**src/rtl/svm_pkg.sv**
```systemverilog
// Shared definitions for the stage-1 SVM memory loader: default sizes, width helpers, loader state codes.
// Latency: none (package only).
// Backpressure: not applicable.
package svm_pkg;

  localparam int DEF_XLEN_PIXEL    = 8;
  localparam int DEF_NUM_OF_PIXELS = 4;
  localparam int DEF_NUM_OF_SV     = 10;

  // Select must also encode the test BRAM, which sits one past the last SV.
  function automatic int sel_w(input int num_sv);
    return $clog2(num_sv + 1);
  endfunction

  // Keep at least one bit so a single-pixel vector still has an address port.
  function automatic int pix_w(input int num_pix);
    return (num_pix > 1) ? $clog2(num_pix) : 1;
  endfunction

  typedef logic [1:0] ld_state_t;

  localparam ld_state_t ST_IDLE      = 2'd0;
  localparam ld_state_t ST_LOAD_SV   = 2'd1;
  localparam ld_state_t ST_LOAD_TEST = 2'd2;
  localparam ld_state_t ST_DONE      = 2'd3;

endpackage

```
**src/rtl/sv_mem_loader_if.sv**
```systemverilog
// Pixel stream in and BRAM write port out for the SVM memory loader.
// Latency: none (wiring only).
// Backpressure: s_ready from the loader stalls the stream; the write port has none.
interface sv_mem_loader_if
  import svm_pkg::*;
#(
  parameter int XLEN_PIXEL    = DEF_XLEN_PIXEL,
  parameter int NUM_OF_PIXELS = DEF_NUM_OF_PIXELS,
  parameter int NUM_OF_SV     = DEF_NUM_OF_SV
);

  localparam int SEL_W = sel_w(NUM_OF_SV);
  localparam int PIX_W = pix_w(NUM_OF_PIXELS);

  logic                  s_valid;
  logic [XLEN_PIXEL-1:0] s_data;
  logic                  s_last;
  logic                  s_ready;

  logic                  mem_we;
  logic [SEL_W-1:0]      mem_sel;
  logic [PIX_W-1:0]      mem_addr;
  logic [XLEN_PIXEL-1:0] mem_wdata;

  // Host / DMA side: produces the stream, observes the BRAM writes.
  modport master (
    output s_valid, s_data, s_last,
    input  s_ready,
    input  mem_we, mem_sel, mem_addr, mem_wdata
  );

  // Loader side: consumes the stream, drives the BRAM writes.
  modport slave (
    input  s_valid, s_data, s_last,
    output s_ready,
    output mem_we, mem_sel, mem_addr, mem_wdata
  );

endinterface

```
**src/rtl/loader_beat_counter.sv**
```systemverilog
// Pixel / support-vector position counters for the loader, with end-of-vector and end-of-SV-set flags.
// Latency: counters advance on the edge that accepts a beat; flags are combinational from the counters.
// Backpressure: counters hold whenever adv is low (stalled stream).
module loader_beat_counter
  import svm_pkg::*;
#(
  parameter  int NUM_OF_PIXELS = DEF_NUM_OF_PIXELS,
  parameter  int NUM_OF_SV     = DEF_NUM_OF_SV,
  localparam int SEL_W         = sel_w(NUM_OF_SV),
  localparam int PIX_W         = pix_w(NUM_OF_PIXELS)
) (
  input  logic             clk,
  input  logic             rst,
  input  logic             clr,
  input  logic             adv,
  output logic [PIX_W-1:0] pix,
  output logic [SEL_W-1:0] sv,
  output logic             last_beat,
  output logic             last_sv_beat
);

  assign last_beat    = (pix == PIX_W'(NUM_OF_PIXELS - 1));
  assign last_sv_beat = last_beat && (sv == SEL_W'(NUM_OF_SV - 1));

  // Pixel index wraps at the end of each vector and carries into the SV index.
  always_ff @(posedge clk or posedge rst) begin
    if (rst) begin
      pix <= '0;
      sv  <= '0;
    end else if (clr) begin
      pix <= '0;
      sv  <= '0;
    end else if (adv) begin
      if (last_beat) begin
        pix <= '0;
        sv  <= last_sv_beat ? '0 : sv + 1'b1;
      end else begin
        pix <= pix + 1'b1;
      end
    end
  end

endmodule

```
**src/rtl/sv_mem_loader.sv**
```systemverilog
// Writes a framed pixel stream into the per-SV BRAMs and the test BRAM, then pulses stage1_en.
// Latency: one cycle from accepted beat to BRAM write; stage1_en two cycles after the final beat.
// Backpressure: s_ready is high only while loading; no internal buffering, one beat per cycle max.
module sv_mem_loader
  import svm_pkg::*;
#(
  parameter  int XLEN_PIXEL    = DEF_XLEN_PIXEL,
  parameter  int NUM_OF_PIXELS = DEF_NUM_OF_PIXELS,
  parameter  int NUM_OF_SV     = DEF_NUM_OF_SV,
  localparam int SEL_W         = sel_w(NUM_OF_SV),
  localparam int PIX_W         = pix_w(NUM_OF_PIXELS)
) (
  input  logic            clk,
  input  logic            rst,
  input  logic            start,
  input  logic            test_only,
  sv_mem_loader_if.slave  bus,
  output logic            busy,
  output logic            sv_loaded,
  output logic            stage1_en,
  output logic            err
);

  ld_state_t             state;
  logic                  beat;
  logic [XLEN_PIXEL-1:0] beat_dat;
  logic [PIX_W-1:0]      cnt_pix;
  logic [SEL_W-1:0]      cnt_sv;
  logic                  cnt_last_beat;
  logic                  cnt_last_sv_beat;

  assign bus.s_ready = (state == ST_LOAD_SV) || (state == ST_LOAD_TEST);
  assign beat        = bus.s_valid && bus.s_ready;
  assign beat_dat    = bus.s_data;
  assign busy        = (state != ST_IDLE);

  // Counters sit at zero in IDLE so every load starts at SV0 / pixel 0.
  loader_beat_counter #(
    .NUM_OF_PIXELS (NUM_OF_PIXELS),
    .NUM_OF_SV     (NUM_OF_SV)
  ) u_cnt (
    .clk          (clk),
    .rst          (rst),
    .clr          (state == ST_IDLE),
    .adv          (beat),
    .pix          (cnt_pix),
    .sv           (cnt_sv),
    .last_beat    (cnt_last_beat),
    .last_sv_beat (cnt_last_sv_beat)
  );

  // Frame sequencing: s_last must land exactly on the final test pixel, otherwise abort with err.
  always_ff @(posedge clk or posedge rst) begin
    if (rst) begin
      state     <= ST_IDLE;
      sv_loaded <= 1'b0;
      stage1_en <= 1'b0;
      err       <= 1'b0;
    end else begin
      err       <= 1'b0;
      stage1_en <= (state == ST_DONE);
      case (state)
        ST_IDLE: begin
          if (start) begin
            if (!test_only)     state <= ST_LOAD_SV;
            else if (sv_loaded) state <= ST_LOAD_TEST;
            else                err   <= 1'b1;
          end
        end
        ST_LOAD_SV: begin
          if (beat) begin
            if (bus.s_last) begin
              // The frame cannot end inside the SV section; the SV set is now incomplete.
              err       <= 1'b1;
              sv_loaded <= 1'b0;
              state     <= ST_IDLE;
            end else if (cnt_last_sv_beat) begin
              sv_loaded <= 1'b1;
              state     <= ST_LOAD_TEST;
            end
          end
        end
        ST_LOAD_TEST: begin
          if (beat) begin
            if (cnt_last_beat != bus.s_last) begin
              err   <= 1'b1;
              state <= ST_IDLE;
            end else if (cnt_last_beat) begin
              state <= ST_DONE;
            end
          end
        end
        ST_DONE: state <= ST_IDLE;
        default: state <= ST_IDLE;
      endcase
    end
  end

  // Registered BRAM write: every accepted beat is written, including the one that aborts a frame.
  always_ff @(posedge clk or posedge rst) begin
    if (rst) begin
      bus.mem_we    <= 1'b0;
      bus.mem_sel   <= '0;
      bus.mem_addr  <= '0;
      bus.mem_wdata <= '0;
    end else begin
      bus.mem_we <= beat;
      if (beat) begin
        bus.mem_sel   <= (state == ST_LOAD_TEST) ? SEL_W'(NUM_OF_SV) : cnt_sv;
        bus.mem_addr  <= cnt_pix;
        bus.mem_wdata <= beat_dat;
      end
    end
  end

endmodule

```
**src/flat_wrapper.sv**
```systemverilog
// flat-port wrapper written by rule: the top's interface ports become plain ports
module sv_mem_loader_flat import svm_pkg::*;
#(
  parameter  int XLEN_PIXEL    = DEF_XLEN_PIXEL,
  parameter  int NUM_OF_PIXELS = DEF_NUM_OF_PIXELS,
  parameter  int NUM_OF_SV     = DEF_NUM_OF_SV,
  localparam int SEL_W         = sel_w(NUM_OF_SV),
  localparam int PIX_W         = pix_w(NUM_OF_PIXELS)
)
  (clk, rst, start, test_only, busy, sv_loaded, stage1_en, err, bus_s_valid, bus_s_data, bus_s_last, bus_s_ready, bus_mem_we, bus_mem_sel, bus_mem_addr, bus_mem_wdata);
  sv_mem_loader_if #(.XLEN_PIXEL(XLEN_PIXEL), .NUM_OF_PIXELS(NUM_OF_PIXELS), .NUM_OF_SV(NUM_OF_SV)) bus_i ();
  input  logic clk;
  input  logic rst;
  input  logic start;
  input  logic test_only;
  output logic busy;
  output logic sv_loaded;
  output logic stage1_en;
  output logic err;
  input wire logic [$bits(bus_i.s_valid)-1:0] bus_s_valid;
  input wire logic [$bits(bus_i.s_data)-1:0] bus_s_data;
  input wire logic [$bits(bus_i.s_last)-1:0] bus_s_last;
  output wire logic [$bits(bus_i.s_ready)-1:0] bus_s_ready;
  output wire logic [$bits(bus_i.mem_we)-1:0] bus_mem_we;
  output wire logic [$bits(bus_i.mem_sel)-1:0] bus_mem_sel;
  output wire logic [$bits(bus_i.mem_addr)-1:0] bus_mem_addr;
  output wire logic [$bits(bus_i.mem_wdata)-1:0] bus_mem_wdata;
  assign bus_i.s_valid = bus_s_valid;
  assign bus_i.s_data = bus_s_data;
  assign bus_i.s_last = bus_s_last;
  assign bus_s_ready = bus_i.s_ready;
  assign bus_mem_we = bus_i.mem_we;
  assign bus_mem_sel = bus_i.mem_sel;
  assign bus_mem_addr = bus_i.mem_addr;
  assign bus_mem_wdata = bus_i.mem_wdata;
  sv_mem_loader #(.XLEN_PIXEL(XLEN_PIXEL), .NUM_OF_PIXELS(NUM_OF_PIXELS), .NUM_OF_SV(NUM_OF_SV)) u_core (.clk(clk), .rst(rst), .start(start), .test_only(test_only), .bus(bus_i), .busy(busy), .sv_loaded(sv_loaded), .stage1_en(stage1_en), .err(err));
endmodule
```
**config.mk**
```make
export PLATFORM = sky130hd
export DESIGN_NAME = sv_mem_loader_flat
export DESIGN_NICKNAME = d
export VERILOG_FILES = /design/src/rtl/svm_pkg.sv /design/src/rtl/sv_mem_loader_if.sv /design/src/rtl/loader_beat_counter.sv /design/src/rtl/sv_mem_loader.sv /design/src/flat_wrapper.sv
export SDC_FILE = /design/constraint.sdc
export NUM_CORES = 1
export LEC_CHECK = 0
export CAP_MARGIN = 10
export CORE_UTILIZATION = 35
export CTS_BUF_LIST = sky130_fd_sc_hd__clkbuf_16
export DETAILED_ROUTE_END_ITERATION = 16
export SLEW_MARGIN = 5
export SYNTH_ARGS = -nofsm -noshare
export SYNTH_HDL_FRONTEND = slang
export SYNTH_SLANG_ARGS = --single-unit
export TNS_END_PERCENT = 1
```
**constraint.sdc**
```tcl
create_clock -name clk -period 2 [get_ports clk]
set_clock_uncertainty 0.15 [all_clocks]
set_input_delay 0.6 -clock clk [delete_from_list [all_inputs] [get_ports clk]]
set_output_delay 0.6 -clock clk [all_outputs]
set_load 0.01 [all_outputs]
```
==> results.sh, run 1 <==
export IMPL_status="completed"
export IMPL_ys_seq_area_share_pct=51.6
export IMPL_layout_min_cycle_time_ps=1960
export IMPL_final_seq_area_sq_um=651
export IMPL_antenna_found_initial=0
export IMPL_drtIter0Drc=40
export IMPL_critical_path_slowest_cell="dfrtp_1"
export IMPL_place_hpwl_microns=2110
export IMPL_p_int_mw=1.71
export IMPL_final_max_slew_violation_count=0
export IMPL_cts_htree_levels=1
export IMPL_track_usage_pct=16.0
export IMPL_yosysTopAreaCell="dfrtp_1"
export IMPL_rsz0062_at_grt="true"
export IMPL_rows=21
export IMPL_clock_latency_ps=260
export IMPL_hold_class="reg -> reg"
export IMPL_grt_pass1_vias=1034
export IMPL_rr_worst_depth=5
export IMPL_worst_setup_path_type="reg -> out"
export IMPL_worst_setup_path_end_kind="output port"
export IMPL_post_cts_buffers=0
export IMPL_power_leakage_nw=0.892
export IMPL_power_density_mw_per_mm2=1390
export IMPL_clockPowerShare_pct=22.2
export IMPL_cts_root_buf="clkbuf_16"
export IMPL_synth_warnings=0
export IMPL_synthTopCellsByArea="dfrtp_1 52%, nand2_1 12%, ha_1 7.9%, o21ai_0 2.8%, nor2_1 2.4%"
export IMPL_post_synth_top_count_cell="nand2_1"
export IMPL_fmax_mhz=511
export IMPL_synth_edf_count=0
export IMPL_netlist_area_leader_share_pct=51.6
export IMPL_path_delay_family="buffers and inverters"
export IMPL_postRouteWirelength_microns=2820
export IMPL_synthFlopType="dfrtp_1"
export IMPL_dieArea_sq_mm=0.00385
export IMPL_areaGrowthSynthToFinish_pct=46.9
export IMPL_postSynthCellCount=137
export IMPL_post_route_period_util_pct=97.8
export IMPL_start_util_pct=37.2
export IMPL_synthArstFlopShare_pct=100
export IMPL_worstPathMaxFanout=2
export IMPL_utilization_pct=54.7
export IMPL_avgViaCountPerCell=4.62
export IMPL_grt_pass1_wl_microns=4440
export IMPL_fill_cells=303
export IMPL_drc=0
export IMPL_netlist_top_cells_count="41 x nand2_1, 26 x dfrtp_1, 8 x ha_1, 8 x nor2_1"
export IMPL_setup_violations=0
export IMPL_clk_pin_slew_ps=60
export IMPL_drtAntennaViolNets=0
export IMPL_cts_tree="yes"
export IMPL_routedWlPerCell_microns=12.2
export IMPL_finalHoldViolCount=0
export IMPL_crit_path_cell_trace="inv_1 -> ha_2 -> inv_1 -> dlygate4sd2_1"
export IMPL_io_buffers=33
export IMPL_gp_congestion=0.843
export IMPL_first_pass_iters=4
export IMPL_top_level_ports=34
export IMPL_sequentialPowerShare_pct=30.3
export IMPL_synthDistinctLibCells=26
export IMPL_diodes=0
export IMPL_crit_path_frequent_cell="inv_1"
export IMPL_arrival_ps=1210
export IMPL_worstMarginPinSlew_ps=338
export IMPL_fin_setup_tns_ps=0
export IMPL_worstPathRequired_ps=1250
export IMPL_fp_dieH_microns=62.0
export IMPL_dpl_cell_count=226
export IMPL_syn_area_per_cell_sq_um=9.21
export IMPL_critPathLaunchType="register"
export IMPL_syn_num_nets=159
export IMPL_overflow=0
export IMPL_vias=1063
export IMPL_p_sw_mw=0.866
export IMPL_comb_power_share_pct=47.5
export IMPL_slowest_delay_ps=370
export IMPL_vdd_drop_max_uv=563
export IMPL_ys_seq_elements=26
export IMPL_path_depth=4
export IMPL_nets=207
export IMPL_max_cap_viol_count=0
export IMPL_grt_max_degree=27
export IMPL_clk_path_buf_depth=2
export IMPL_min_path_cells=2
export IMPL_cts_made_buffers=3
export IMPL_drive_above_1_share_pct=15.8
export IMPL_syn_area_sq_mm=0.00126
export IMPL_clkSinkCount=26
export IMPL_multi_input_area_sq_um=554
export IMPL_chipWidth_microns=62.0
export IMPL_slew_headroom_pct=77.4
export IMPL_core_sq_mm=0.00339
export IMPL_stdcell_count=230
export IMPL_p_sw_share_pct=33.6
export IMPL_crit_buf_inv=3
## tightest hold or removal path, stage by stage (launching register included)
cell     delay, ps
dfrtp_1        340
nand2_1         50
nand2_1         50
## worst paths after layout
path	to	from	slack, ps
hold / removal	u_core.bus.mem_sel[0]$_DFFE_PP0P_	u_core.bus.mem_sel[0]$_DFFE_PP0P_	330
setup reg to reg	u_core.state[0]$_DFFE_PP0P_	u_core.u_cnt.pix[0]$_DFFE_PP0P_	50
min in group asynchronous	u_core.bus.mem_we$_DFF_PP0_	rst	570
max in group asynchronous	u_core.bus.mem_wdata[6]$_DFFE_PP0P_	rst	870
setup / recovery	busy	u_core.state[1]$_DFFE_PP0P_	40
hold reg to reg	u_core.bus.mem_sel[0]$_DFFE_PP0P_	u_core.bus.mem_sel[0]$_DFFE_PP0P_	330
## layer usage
metal | part of all wire (%) | global-route usage (%) | wire, microns
met1 | 44 | 18.6 | 1230
met4 | 0.75 | 4.76 | 21
met3 | 3.2 | 1.86 | 90
met5 | 0 | 0 | 0
met2 | 52 | 30.4 | 1480
## cell families after synthesis
kind of cell    Yosys count  synth area share (%)
xor+xnor                  2                  1.39
simple gates             65                  23.2
flops                    26                  51.6
buf+inv                  15                  5.06
compound gates           18                  8.23
fa+ha+maj                 8                  7.94
mux                       3                  2.58
## cell usage in the layout (no fill, tap or decap), types with 2 or more instances in the layout
cell type        count
buf_4               17
xnor2_1              2
ha_1                 6
clkdlybuf4s50_1     31
mux2_1               2
ha_2                 2
o21ai_0              6
inv_1                6
nand2_1             41
nand3_1              4
clkbuf_16            3
nor3_1               3
dfrtp_1             26
nor2b_1              3
a31oi_1              3
a21oi_1              5
nor2_1               8
## power groups by stage
stage,clock network (mW),logic [mW],registers (mW)
after floorplan,0,0.523,0.862
after global placement,0,1.20,0.784
after detailed placement,0,1.23,0.796
after CTS,0.585,1.22,0.785
after global routing,0.604,1.37,0.802
final,0.572,1.22,0.783
## metrics by stage
| step | setup WS (ps) | area (sq um) | hold WS [ps] | power, mW |
|---|---|---|---|---|
| CTS | 14.1 | 1850 | 331 | 2.59 |
| detailed placement | -210 | 1740 | 314 | 2.03 |
| global route | -4.78 | 1850 | 354 | 2.78 |
| floorplan | 27.0 | 1260 | 315 | 1.38 |
| global placement | -155 | 1740 | 306 | 1.98 |
| finish | 43.7 | 1850 | 325 | 2.58 |
## repair_timing
item	CTS	global route
pin swaps	0	1
gates resized for setup	3	7
setup endpoints to repair	2	4
hold buffers	0	0
## cell type report
class                      instances  share of cell area [%]
sequential                        26                    35.1
multi-input combinational         96                    29.9
timing repair buffer              50                    24.4
clock buffer                       3                    4.05
tap                               46                    3.11
inverter                           8                    1.82
clock inverter                     1                    1.62
## flip-flops by register name (all words and copies together) (netlist names)
name / flops
u_core.state: 2
u_core.bus.mem_we: 1
u_core.bus.mem_wdata: 8
u_core.stage1_en: 1
u_core.bus.mem_addr: 2
u_core.u_cnt.pix: 2
u_core.u_cnt.sv: 4
u_core.bus.mem_sel: 4
u_core.err: 1
u_core.sv_loaded: 1
No activity file was read; power rests on OpenSTA's default activity.
==> run 2, diff against run 1 <==
- PLACE_DENSITY: not set -> 0.62
- TNS_END_PERCENT: 1 -> not set
==> run 2 against run 1 <==
- via count increased by 2.1%
- utilization is 0.63 points higher
- worst setup slack barely moved
- largest power group unchanged
==> results.sh, run 2 (synthesized netlist as in run 1, its figures left out) <==
export IMPL_r2r_end="u_core.state[0]$_DFFE_PP0P_"
export IMPL_start_util_pct=37.2
export IMPL_drive_above_1_share_pct=15.5
export IMPL_track_usage_pct=15.1
export IMPL_rr_worst_depth=6
export IMPL_worstSetupStartpoint="u_core.state[1]$_DFFE_PP0P_"
export IMPL_clockPowerShare_pct=22.0
export IMPL_rows=21
export IMPL_cts_root_buf="clkbuf_16"
export IMPL_worstMarginPinSlew_ps=332
export IMPL_vdd_drop_max_uv=598
export IMPL_clock_latency_ps=260
export IMPL_drtIter0Drc=28
export IMPL_p_sw_mw=0.855
export IMPL_dpl_worst_slack_ps=-174
export IMPL_crit_path_frequent_cell="inv_1"
export IMPL_cts_made_buffers=3
export IMPL_core_sq_mm=0.00339
export IMPL_io_buffers=33
export IMPL_layout_commonest_cell="nand2_1"
export IMPL_slowest_delay_ps=380
export IMPL_worstHoldEndpoint="u_core.bus.mem_sel[1]$_DFFE_PP0P_"
export IMPL_avgViaCountPerCell=4.66
export IMPL_crit_buf_inv=3
export IMPL_cts_htree_levels=1
export IMPL_drtAntennaViolNets=0
export IMPL_postRouteWirelength_microns=2710
export IMPL_reg_largest_list="u_core.bus.mem_wdata (8), u_core.bus.mem_sel (4), u_core.u_cnt.sv (4)"
export IMPL_crit_path_cell_trace="inv_1 -> ha_1 -> inv_1 -> dlygate4sd2_1"
export IMPL_grt_pass1_wl_microns=4220
export IMPL_reg2reg_slack_ps=110
export IMPL_gp_congestion=0.896
export IMPL_finalHoldViolCount=0
export IMPL_worst_setup_path_type="reg -> out"
export IMPL_antenna_found_initial=0
export IMPL_worst_setup_path_end_kind="output port"
export IMPL_fp_dieH_microns=62.0
export IMPL_clk_path_buf_depth=2
export IMPL_overflow=0
export IMPL_dieArea_sq_mm=0.00385
export IMPL_fin_setup_tns_ps=0
export IMPL_critical_path_slowest_cell="dfrtp_1"
export IMPL_reg2reg_from="u_core.u_cnt.sv[1]$_DFFE_PP0P_"
export IMPL_power_density_mw_per_mm2=1390
export IMPL_max_cap_viol_count=0
export IMPL_min_path_cells=2
export IMPL_setup_violations=0
export IMPL_grt_pass1_vias=1018
export IMPL_hold_class="reg -> reg"
export IMPL_routedWlPerCell_microns=11.6
export IMPL_layout_setup_ws_ps=43.8
export IMPL_cts_tree="yes"
export IMPL_sequentialPowerShare_pct=30.0
export IMPL_status="completed"
export IMPL_final_cell_mix="40 x nand2_1, 31 x clkdlybuf4s50_1, 26 x dfrtp_1"
export IMPL_final_max_slew_violation_count=0
export IMPL_worstPathRequired_ps=1250
export IMPL_vias=1085
export IMPL_grt_max_degree=27
export IMPL_chipWidth_microns=62.0
export IMPL_holdWs_ps=320
export IMPL_top_level_ports=34
export IMPL_diodes=0
export IMPL_first_pass_iters=4
export IMPL_dpl_cell_count=228
export IMPL_nets=210
export IMPL_comb_power_share_pct=48.0
export IMPL_p_int_mw=1.75
export IMPL_place_area_sq_mm=0.00176
export IMPL_power_leakage_nw=0.912
export IMPL_slew_headroom_pct=77.9
export IMPL_post_route_period_util_pct=97.8
export IMPL_arrival_ps=1210
export IMPL_stdcell_count=233
export IMPL_clkSinkCount=26
export IMPL_min_delay_start="u_core.bus.mem_sel[1]$_DFFE_PP0P_"
export IMPL_largest_register="u_core.bus.mem_wdata"
export IMPL_worstPathMaxFanout=2
export IMPL_critPathLaunchType="register"
export IMPL_drc=0
export IMPL_layout_min_cycle_time_ps=1960
export IMPL_hold_buffers=0
export IMPL_clk_pin_slew_ps=60
export IMPL_largest_reg_flops=8
export IMPL_path_delay_family="buffers and inverters"
export IMPL_areaGrowthSynthToFinish_pct=48.6
export IMPL_fmax_mhz=511
export IMPL_p_sw_share_pct=32.9
export IMPL_postLayoutCellArea_sq_mm=0.00187
export IMPL_place_hpwl_microns=2050
export IMPL_rsz0062_at_grt="true"
-- run 2: metrics by stage --
step                power (mW)  util [%]
detailed placement        2.05      51.9
global route              2.80      55.3
CTS                       2.62      54.9
global placement          2.02      51.9
finish                    2.60      55.3
floorplan                 1.38         -
-- run 2: layout make-up --
cell class / count / area [sq um]
Sequential cell: 26 / 651
Fill cell: 296 / 1520
Multi-Input combinational cell: 96 / 549
Clock buffer: 3 / 75.1
Timing Repair Buffer: 53 / 478
Tap cell: 46 / 57.6
Clock inverter: 1 / 30.0
Inverter: 8 / 33.8
-- run 2: repair_timing --
item,in CTS,in global routing
buffers inserted,0,1
setup endpoints to repair,2,7
gates resized for setup,3,5
-- run 2: power groups by stage --
stage	combinational, mW	sequential (mW)	clock [mW]
after floorplan	0.523	0.862	0
after global placement	1.24	0.784	0
after detailed placement	1.25	0.794	0
after CTS	1.24	0.785	0.590
after global routing	1.40	0.799	0.602
final	1.25	0.780	0.573
-- run 2: routing by layer --
metal	share of wire, %	global-route usage, %
met1	45	17.9
met3	4.2	3.11
met4	0	3.81
met2	51	27.5
met5	0	0
-- run 2: worst max-delay path by stage --
stage                                  end  depth (start not counted)
2_1_floorplan  u_core.state[0]$_DFFE_PP0P_                          6
3_3_place_gp   u_core.state[1]$_DFFE_PP0P_                          4
3_5_place_dp   u_core.state[0]$_DFFE_PP0P_                          4
4_1_cts                        bus_s_ready                          3
5_1_grt                               busy                          4
6_report                              busy                          4
-- run 2: worst reg2reg max path, stage by stage, from the launching register on --
cell,delay (ps)
dfrtp_1,410
inv_1,60
ha_1,170
and4b_4,180
or3b_1,360
nand4_2,120
mux2_1,320
